[config.mk]
export PLATFORM = sky130hd
export DESIGN_NAME = cs_window_filter
export DESIGN_NICKNAME = d
export VERILOG_FILES = /design/src/rtl/cs_window_filter.sv
export SDC_FILE = /design/constraint.sdc
export NUM_CORES = 1
export LEC_CHECK = 0
export BUFFER_PORTS_ARGS = -buffer_cell sky130_fd_sc_hd__buf_4
export CAP_MARGIN = 10
export CELL_PAD_IN_SITES_DETAIL_PLACEMENT = 0
export CELL_PAD_IN_SITES_GLOBAL_PLACEMENT = 1
export CORE_MARGIN = 2
export CORE_UTILIZATION = 52
export CTS_BUF_LIST = sky130_fd_sc_hd__clkbuf_2
export DETAILED_ROUTE_END_ITERATION = 8
export HOLD_SLACK_MARGIN = 0.12
export PLACE_DENSITY = 0.85
export SLEW_MARGIN = 30
export SYNTH_ARGS = -nofsm -noshare
export SYNTH_HDL_FRONTEND = slang
export SYNTH_SLANG_ARGS = --single-unit
[constraint.sdc]
create_clock -name clk -period 26.4 [get_ports clk]
set_clock_uncertainty 0.2 [all_clocks]
set_input_delay 5.28 -clock clk [delete_from_list [all_inputs] [get_ports clk]]
set_output_delay 5.28 -clock clk [all_outputs]
set_load 0.01 [all_outputs]
[src/rtl/cs_window_filter.sv]
// Sliding-window CS filter: Y = (sum + WIN*X_appr) >> OUT_SHIFT (mode 0) or X_appr (mode 1).
// One cycle from accept edge to out_valid; no backpressure, one result per accepted sample once full.
module cs_window_filter #(
   parameter int DATA_W    = 8,
   parameter int WIN       = 9,
   parameter int OUT_SHIFT = 3,
   parameter int OUT_W     = 10
) (
   input  logic                         clk,
   input  logic                         reset,
   input  logic                         in_valid,
   input  logic [DATA_W-1:0]            X,
   input  logic                         mode,
   input  logic                         flush,
   output logic                         out_valid,
   output logic [OUT_W-1:0]             Y,
   output logic [$clog2(WIN+1)-1:0]     fill
);

   localparam int FILL_W = $clog2(WIN+1);
   localparam int SUM_W  = DATA_W + $clog2(WIN);
   localparam int FULL_W = (SUM_W + 1 > OUT_W) ? SUM_W + 1 : OUT_W;

   localparam logic [FILL_W-1:0] FILL_MAX = FILL_W'(WIN);
   localparam logic [SUM_W-1:0]  WIN_S    = SUM_W'(WIN);
   localparam logic [FULL_W-1:0] WIN_F    = FULL_W'(WIN);

   // Entry 0 holds the newest sample, entry WIN-1 the oldest.
   logic [WIN-1:0][DATA_W-1:0] win_q, win_d, base_win;
   logic [SUM_W-1:0]           sum_q, sum_d, base_sum;
   logic [FILL_W-1:0]          fill_q, fill_d, base_fill;
   logic                       mode_q, mode_d;
   logic                       s1_vld_q, s1_vld_d;
   logic                       out_valid_q, out_valid_d;
   logic [OUT_W-1:0]           y_q, y_d;

   logic [DATA_W-1:0]          x_appr;
   logic [SUM_W-1:0]           prod;
   logic [FULL_W-1:0]          full;
   logic [OUT_W-1:0]           res;

   // Stage 1: window shift, running sum and fill; flush clears before a same-edge load.
   always_comb begin
      base_win  = flush ? '0 : win_q;
      base_sum  = flush ? '0 : sum_q;
      base_fill = flush ? '0 : fill_q;
      win_d     = base_win;
      sum_d     = base_sum;
      fill_d    = base_fill;
      mode_d    = mode_q;
      s1_vld_d  = 1'b0;
      if (in_valid) begin
         win_d    = {base_win[WIN-2:0], X};
         sum_d    = base_sum + SUM_W'(X) - SUM_W'(base_win[WIN-1]);
         fill_d   = (base_fill == FILL_MAX) ? FILL_MAX : base_fill + FILL_W'(1);
         mode_d   = mode;
         s1_vld_d = (fill_d == FILL_MAX);
      end
   end

   // Stage 2: entry*WIN <= sum stands in for entry <= average without a divider.
   always_comb begin
      x_appr = '0;
      prod   = '0;
      for (int i = 0; i < WIN; i++) begin
         prod = SUM_W'(win_q[i]) * WIN_S;
         if ((prod <= sum_q) && (win_q[i] > x_appr)) begin
            x_appr = win_q[i];
         end
      end
      full        = FULL_W'(sum_q) + FULL_W'(x_appr) * WIN_F;
      res         = mode_q ? OUT_W'(x_appr) : OUT_W'(full >> OUT_SHIFT);
      out_valid_d = s1_vld_q & ~flush;
      y_d         = out_valid_d ? res : y_q;
   end

   always_ff @(posedge clk or negedge reset) begin
      if (!reset) begin
         win_q       <= '0;
         sum_q       <= '0;
         fill_q      <= '0;
         mode_q      <= 1'b0;
         s1_vld_q    <= 1'b0;
         out_valid_q <= 1'b0;
         y_q         <= '0;
      end else begin
         win_q       <= win_d;
         sum_q       <= sum_d;
         fill_q      <= fill_d;
         mode_q      <= mode_d;
         s1_vld_q    <= s1_vld_d;
         out_valid_q <= out_valid_d;
         y_q         <= y_d;
      end
   end

   assign out_valid = out_valid_q;
   assign Y         = y_q;
   assign fill      = fill_q;

endmodule
# After elaboration in Yosys (flattened, before gate mapping)
# Cells that the tools add are included.
# word_totals
ff_bits,101
word_cells,78
# classes
addsub,4
mul,10
magnitude_cmp,18
eq_ne,2
n_mux,18
bitwise_logic,2
n_reduce_logical,9
# op_table
operator,n
2-to-1 mux 72 bit,2
multiplier 8 x 4 -> 12 bit (second input constant),10
less-or-equal comparator 12 bit,9
2-to-1 mux 8 bit,9
> comparator 8 bit,8
2-to-1 mux 12 bit,2
adder 12 x 12 -> 13 bit,1
adder 12 x 8 -> 12 bit,1
2-to-1 mux 4 bit,3
subtractor 12 x 8 -> 12 bit,1
2-to-1 mux 10 bit,1
logical AND 1 bit,9
equality test 4 bit (second input constant),2
> comparator 8 x 1 -> 1 bit (second input constant),1
adder 4 x 1 -> 4 bit (second input constant),1
AND 1 bit,1
2-to-1 mux 1 bit,1
inverter 1 bit,1

# Depth between registers and ports, before layout
# depth
ltp_word,31
depth_mapped,108
mapped_depth_nobuf,103

# Worst setup path after synthesis
# No wires, ideal clock.
# synth_path
path_type,reg2reg
from,register win_q[1] (netlist name)
to,"register y_q[8], in the netlist Y[8]"
setup_ns,0.110
arrival_ns,19.251
path_slack_ns,6.839
path_stages_with_launch,106
synth_period_minus_slack_ns,19.561
path_cell_list,dfrtp_1 -> ha_1 -> ha_1 -> inv_1 -> fa_1 -> inv_1 -> a21oi_1 -> o21bai_1 -> a21o_1 -> nand2_1 -> xnor2_1 -> ha_1 -> a21oi_1 -> a21boi_2 -> o41ai_4 -> clkbuf_1 -> nand2_1 -> ha_1 -> [70 not listed] -> nor2b_1 -> o21ai_0 -> nand2b_1 -> a21oi_1 -> o21ai_0 -> o221a_2 -> clkbuf_1 -> mux2_2 -> ha_1 -> inv_1 -> fa_1 -> inv_1 -> ha_1 -> or3_2 -> o211ai_4 -> a21oi_2 -> o41a_1 -> o41ai_1
# synth_between
elab_chain_cells,31
# synth_lines
element,line,source
"start, declared",29,"logic [WIN-1:0][DATA_W-1:0] win_q, win_d, base_win;"
"start signal, assigned",87,win_q <= win_d;
multiplier 8 x 4 -> 12 bit,66,prod = SUM_W'(win_q[i]) * WIN_S;
less-or-equal comparator 12 bit,67,if ((prod <= sum_q) && (win_q[i] > x_appr)) begin
logical AND 1 bit,67,
2-to-1 mux 8 bit *,67,
> comparator 8 bit,67,
logical AND 1 bit,67,
2-to-1 mux 8 bit *,67,
> comparator 8 bit,67,
[15 not listed],n/a,
logical AND 1 bit,67,
2-to-1 mux 8 bit *,67,
> comparator 8 bit,67,
logical AND 1 bit,67,
2-to-1 mux 8 bit *,67,
multiplier 8 x 4 -> 12 bit *,71,full = FULL_W'(sum_q) + FULL_W'(x_appr) * WIN_F;
adder 12 x 12 -> 13 bit *,71,
2-to-1 mux 10 bit *,72,res = mode_q ? OUT_W'(x_appr) : OUT_W'(full >> OUT_SHIFT);
"end signal, assigned",93,y_q <= y_d;
"end, declared",35,"logic [OUT_W-1:0] y_q, y_d;"
# Mark *: on every way between the ends. The rest lies on a longest branch, timed or not.
# A chain may end at the register's enable or synchronous reset.

# Final worst setup path
# Ends and elaborated chain as after synthesis.

==> summary.txt <==
Run status
  – Status: complete, no violations

STA
  – # setup viols final: 0
  – Unrepaired setup endpoints after global routing: no
  – Min cycle time layout: 21.75 ns
  – Worst rel slew slack: 44.7%
  – Sum Neg Setup Slack: 0 ns
  – Setup ws final: 4.65 ns
  – Fmax: 46.0 MHz
  – Final Hold Viols: 0
  – Slew Viols, Final: 0
  – Period utilisation layout: 82.4%
  – Hold_ws: 0.327 ns
  – Slew at the pin closest to its max-slew limit: 0.808 ns

Yosys
  – Library cells used by synthesis: 104
  – Post-Syn Area: 13500 um^2
  – Sequential area share after synthesis: 18.8%
  – Seq cells post-synth: 101
  – Synth area leader: ha_1
  – Mux cell area share after synthesis: 8.56%
  – Synth Area per Inst: 8.78 um^2
  – Post-synthesis simple-gate area fraction: 13.5%
  – Count leader, synth: ha_1
  – Synth top area cells: ha_1 26%, dfrtp_1 19%, mux2i_1 6.9%, inv_1 5.1%, nor2_1 3.7%
  – Post-Synth Adder-Cell Area: 29.8%
  – Post-synth EDFFs: 0
  – Post-synth top cells: 282 x ha_1, 184 x inv_1, 131 x nor2_1, 101 x dfrtp_1, 95 x a21oi_1
  – Synth Instances: 1533
  – Fraction of registers with async set/reset: 100%
  – Main combinational cell family by area after synthesis: adder cells
  – Synth Area in Compound Gates: 18.3%
  – Synth warn: 0
  – Syn Nets: 1850
  – Synth Area in XOR/XNOR: 4.29%
  – Main synth FF type: dfrtp_1
  – Post-synth top area share: 26.2%

Clock tree
  – CTS sink cnt: 101
  – CTS tree: done
  – Clock Path Buffers: 2
  – Cts hold-fix bufs: 0
  – Reg clk slew, reported paths: 0.37 ns
  – Post-CTS Resized: 0
  – CTS H-tree lvls: 3
  – Skew-Pair Late Insertion Delay: 0.68 ns
  – Num CTS Buffers: 9
  – Clk Tree Root Cell: clkbuf_2
  – Setup bufs post-CTS: 0

Critical path
  – R2R cell count: 98
  – Worst path max stage delay: 0.75 ns
  – Crit-path max FO: 15
  – Worst reg2reg setup slack: 4.65 ns
  – Startpoint Class: flip-flop
  – Crit path capture type: flip-flop
  – Critical path class: flip-flop to flip-flop
  – Critical Path RT: 26.82 ns
  – FF-to-FF Start: win_q[1]
  – Critical path's slowest cell: o41ai_4
  – Capturing point of the worst reg2reg path: Y[8]
  – Most used cell, CP: ha_1
  – Arrival time of the worst setup path: 22.18 ns

Floorplan
  – Die Y: 165 um
  – Ports: 28
  – Die width: 165 um
  – Initial Util: 53.2%
  – Core area: 25300 um^2
  – Die area: 27200 um^2
  – Row cnt: 58

Power
  – Worst VDD drop: 0.000130 V
  – Power Dens Cells: 130 nW/um^2
  – Leakage: 7.57 nW

Flow run
  – Max-Cap Viols: 0

Place
  – DP HPWL: 26.6 mm
  – Setup WS pre-CTS: 4.86 ns
  – GP Congestion: 0.900
  – Placed cell count: 1863
  – I/O Buffers: 27

Detailed routing
  – ANT nets after route: 0
  – Wire per inst: 18.9 um
  – DRT Wirelength: 35.6 mm
  – Drt via density: 5.89
  – Via count: 11100
  – DRC: 0
  – 1st-pass router iterations: 5
  – DRC violation total after the first TritonRoute iteration: 685

Min path
  – Hold Path End: Y[2]
  – Worst hold path cell count: 2
  – Hold WC Path Type: flip-flop to flip-flop
  – Hold path start: Y[2]

Global routing
  – Pin count of the biggest net entering global routing: 94
  – Global-route wire length before repair: 58.1 mm
  – Overall Global Routing Usage: 27.6%
  – Grt total ovfl: 0
  – Vias in the first global route: 11000
  – Initial antenna violation count: 1

Final layout
  – Area Overhead vs Synth: 4.48%
  – Layout cells sized above 1: 8.26%
  – Final core area utilization: 55.5%
  – Fin nets: 1861
  – Non-filler cells in the finished layout: 1880
  – Fillcell total: 2305
==> layout make-up <==
| class | instances | area (um^2) | share of cell area, % |
|---|---|---|---|
| diodes | 1 | 2.50 | 0.0178 |
| clock buffers | 9 | 45.0 | 0.320 |
| clock inverters | 7 | 66.3 | 0.471 |
| inverters | 184 | 691 | 4.91 |
| multi-input cells | 1209 | 10000 | 71.2 |
| flip-flops and latches | 101 | 2530 | 18.0 |
| well taps | 330 | 413 | 2.94 |
| repair buffers | 39 | 300 | 2.14 |
==> metrics by stage <==
step / total power (W) / instance area [um^2]
3_5_place_dp: 0.00172 / 13900
4_1_cts: 0.00182 / 14100
6_report: 0.00183 / 14100
3_3_place_gp: 0.00169 / 13900
5_1_grt: 0.00202 / 14100
2_1_floorplan: 0.00145 / 13500
==> registers in the layout (all words and copies together) (netlist names) <==
signal     flops
out_valid      1
fill           4
Y             10
mode_q         1
s1_vld_q       1
sum_q         12
win_q         72
==> layer usage <==
metal,routed length (um),vias up,GRT usage [%]
met3,1510,59,3.14
met5,0,-,0
met1,16500,5294,37.0
li1,-,5462,-
met2,16800,262,47.1
met4,791,0,7.27
==> cell families after synthesis <==
family | Yosys count
simple gates | 372
flops | 101
mux | 111
buf+inv | 223
fa+ha+maj | 308
compound gates | 352
xor+xnor | 66
==> worst max path at each step <==
stage	startpoint	endpoint	slack (ns)	cells past startpoint
final	win_q[1]	Y[8]	4.65	98
after global placement	win_q[1]	Y[8]	5.42	99
after detailed placement	win_q[1]	Y[8]	4.86	99
after global routing	win_q[1]	Y[8]	3.17	98
after CTS	win_q[1]	Y[8]	4.82	99
after floorplan	win_q[1]	Y[8]	6.84	105
==> worst max-delay path: cells and delay by family, from the launching register on <==
family / cells / cell delay (ns)
AOI/OAI and AO/OA: 45 / 9.16
xor gates and xnor gates: 1 / 0.15
adders and majority gates: 16 / 4.82
buffers and inverters: 9 / 0.63
DFF: 1 / 0.56
muxes: 5 / 1.74
and+or+nand+nor: 22 / 4.40
==> power by group <==
part / leakage (nW) / total (W) / switching [W] / internal, W
logic: 6.13 / 0.00156 / 0.000919 / 0.000641
clock network: 0.0700 / 0.0000859 / 0.0000703 / 0.0000156
registers: 1.37 / 0.000181 / 0.0000152 / 0.000166
total: 7.57 / 0.00183 / 0.00100 / 0.000823
==> cells in the final DEF, fill, tap and decap left out, types with 4 or more instances in the layout <==
cell type | Yosys | layout
ha_1 | 282 | 282
inv_1 | 184 | 184
nor2_1 | 131 | 131
dfrtp_1 | 101 | 101
a21oi_1 | 95 | 95
mux2i_1 | 93 | 93
nand2_1 | 83 | 83
o21ai_0 | 68 | 68
a21o_1 | 57 | 57
xnor2_1 | 48 | 48
buf_4 | 1 | 37
nand4_1 | 33 | 33
nand2b_1 | 25 | 25
fa_1 | 22 | 22
nor2b_1 | 20 | 20
nand3_1 | 19 | 19
xor2_1 | 18 | 18
nor3_1 | 18 | 18
mux2_2 | 14 | 14
o21bai_1 | 13 | 13
clkbuf_2 | 0 | 9
o21ai_1 | 7 | 7
and3_1 | 7 | 7
a2111oi_0 | 7 | 7
a22o_1 | 7 | 7
o211ai_1 | 6 | 6
o31a_1 | 5 | 5
o31ai_1 | 5 | 5
o211ai_2 | 4 | 4
a21oi_2 | 4 | 4
a211oi_1 | 4 | 4
or3_1 | 4 | 4
o21a_1 | 4 | 4
or3_2 | 4 | 4
a31o_1 | 4 | 4
o21ai_2 | 4 | 4
a22oi_1 | 4 | 4
inv_6 | 0 | 4
(Power assumes the default switching activity.)
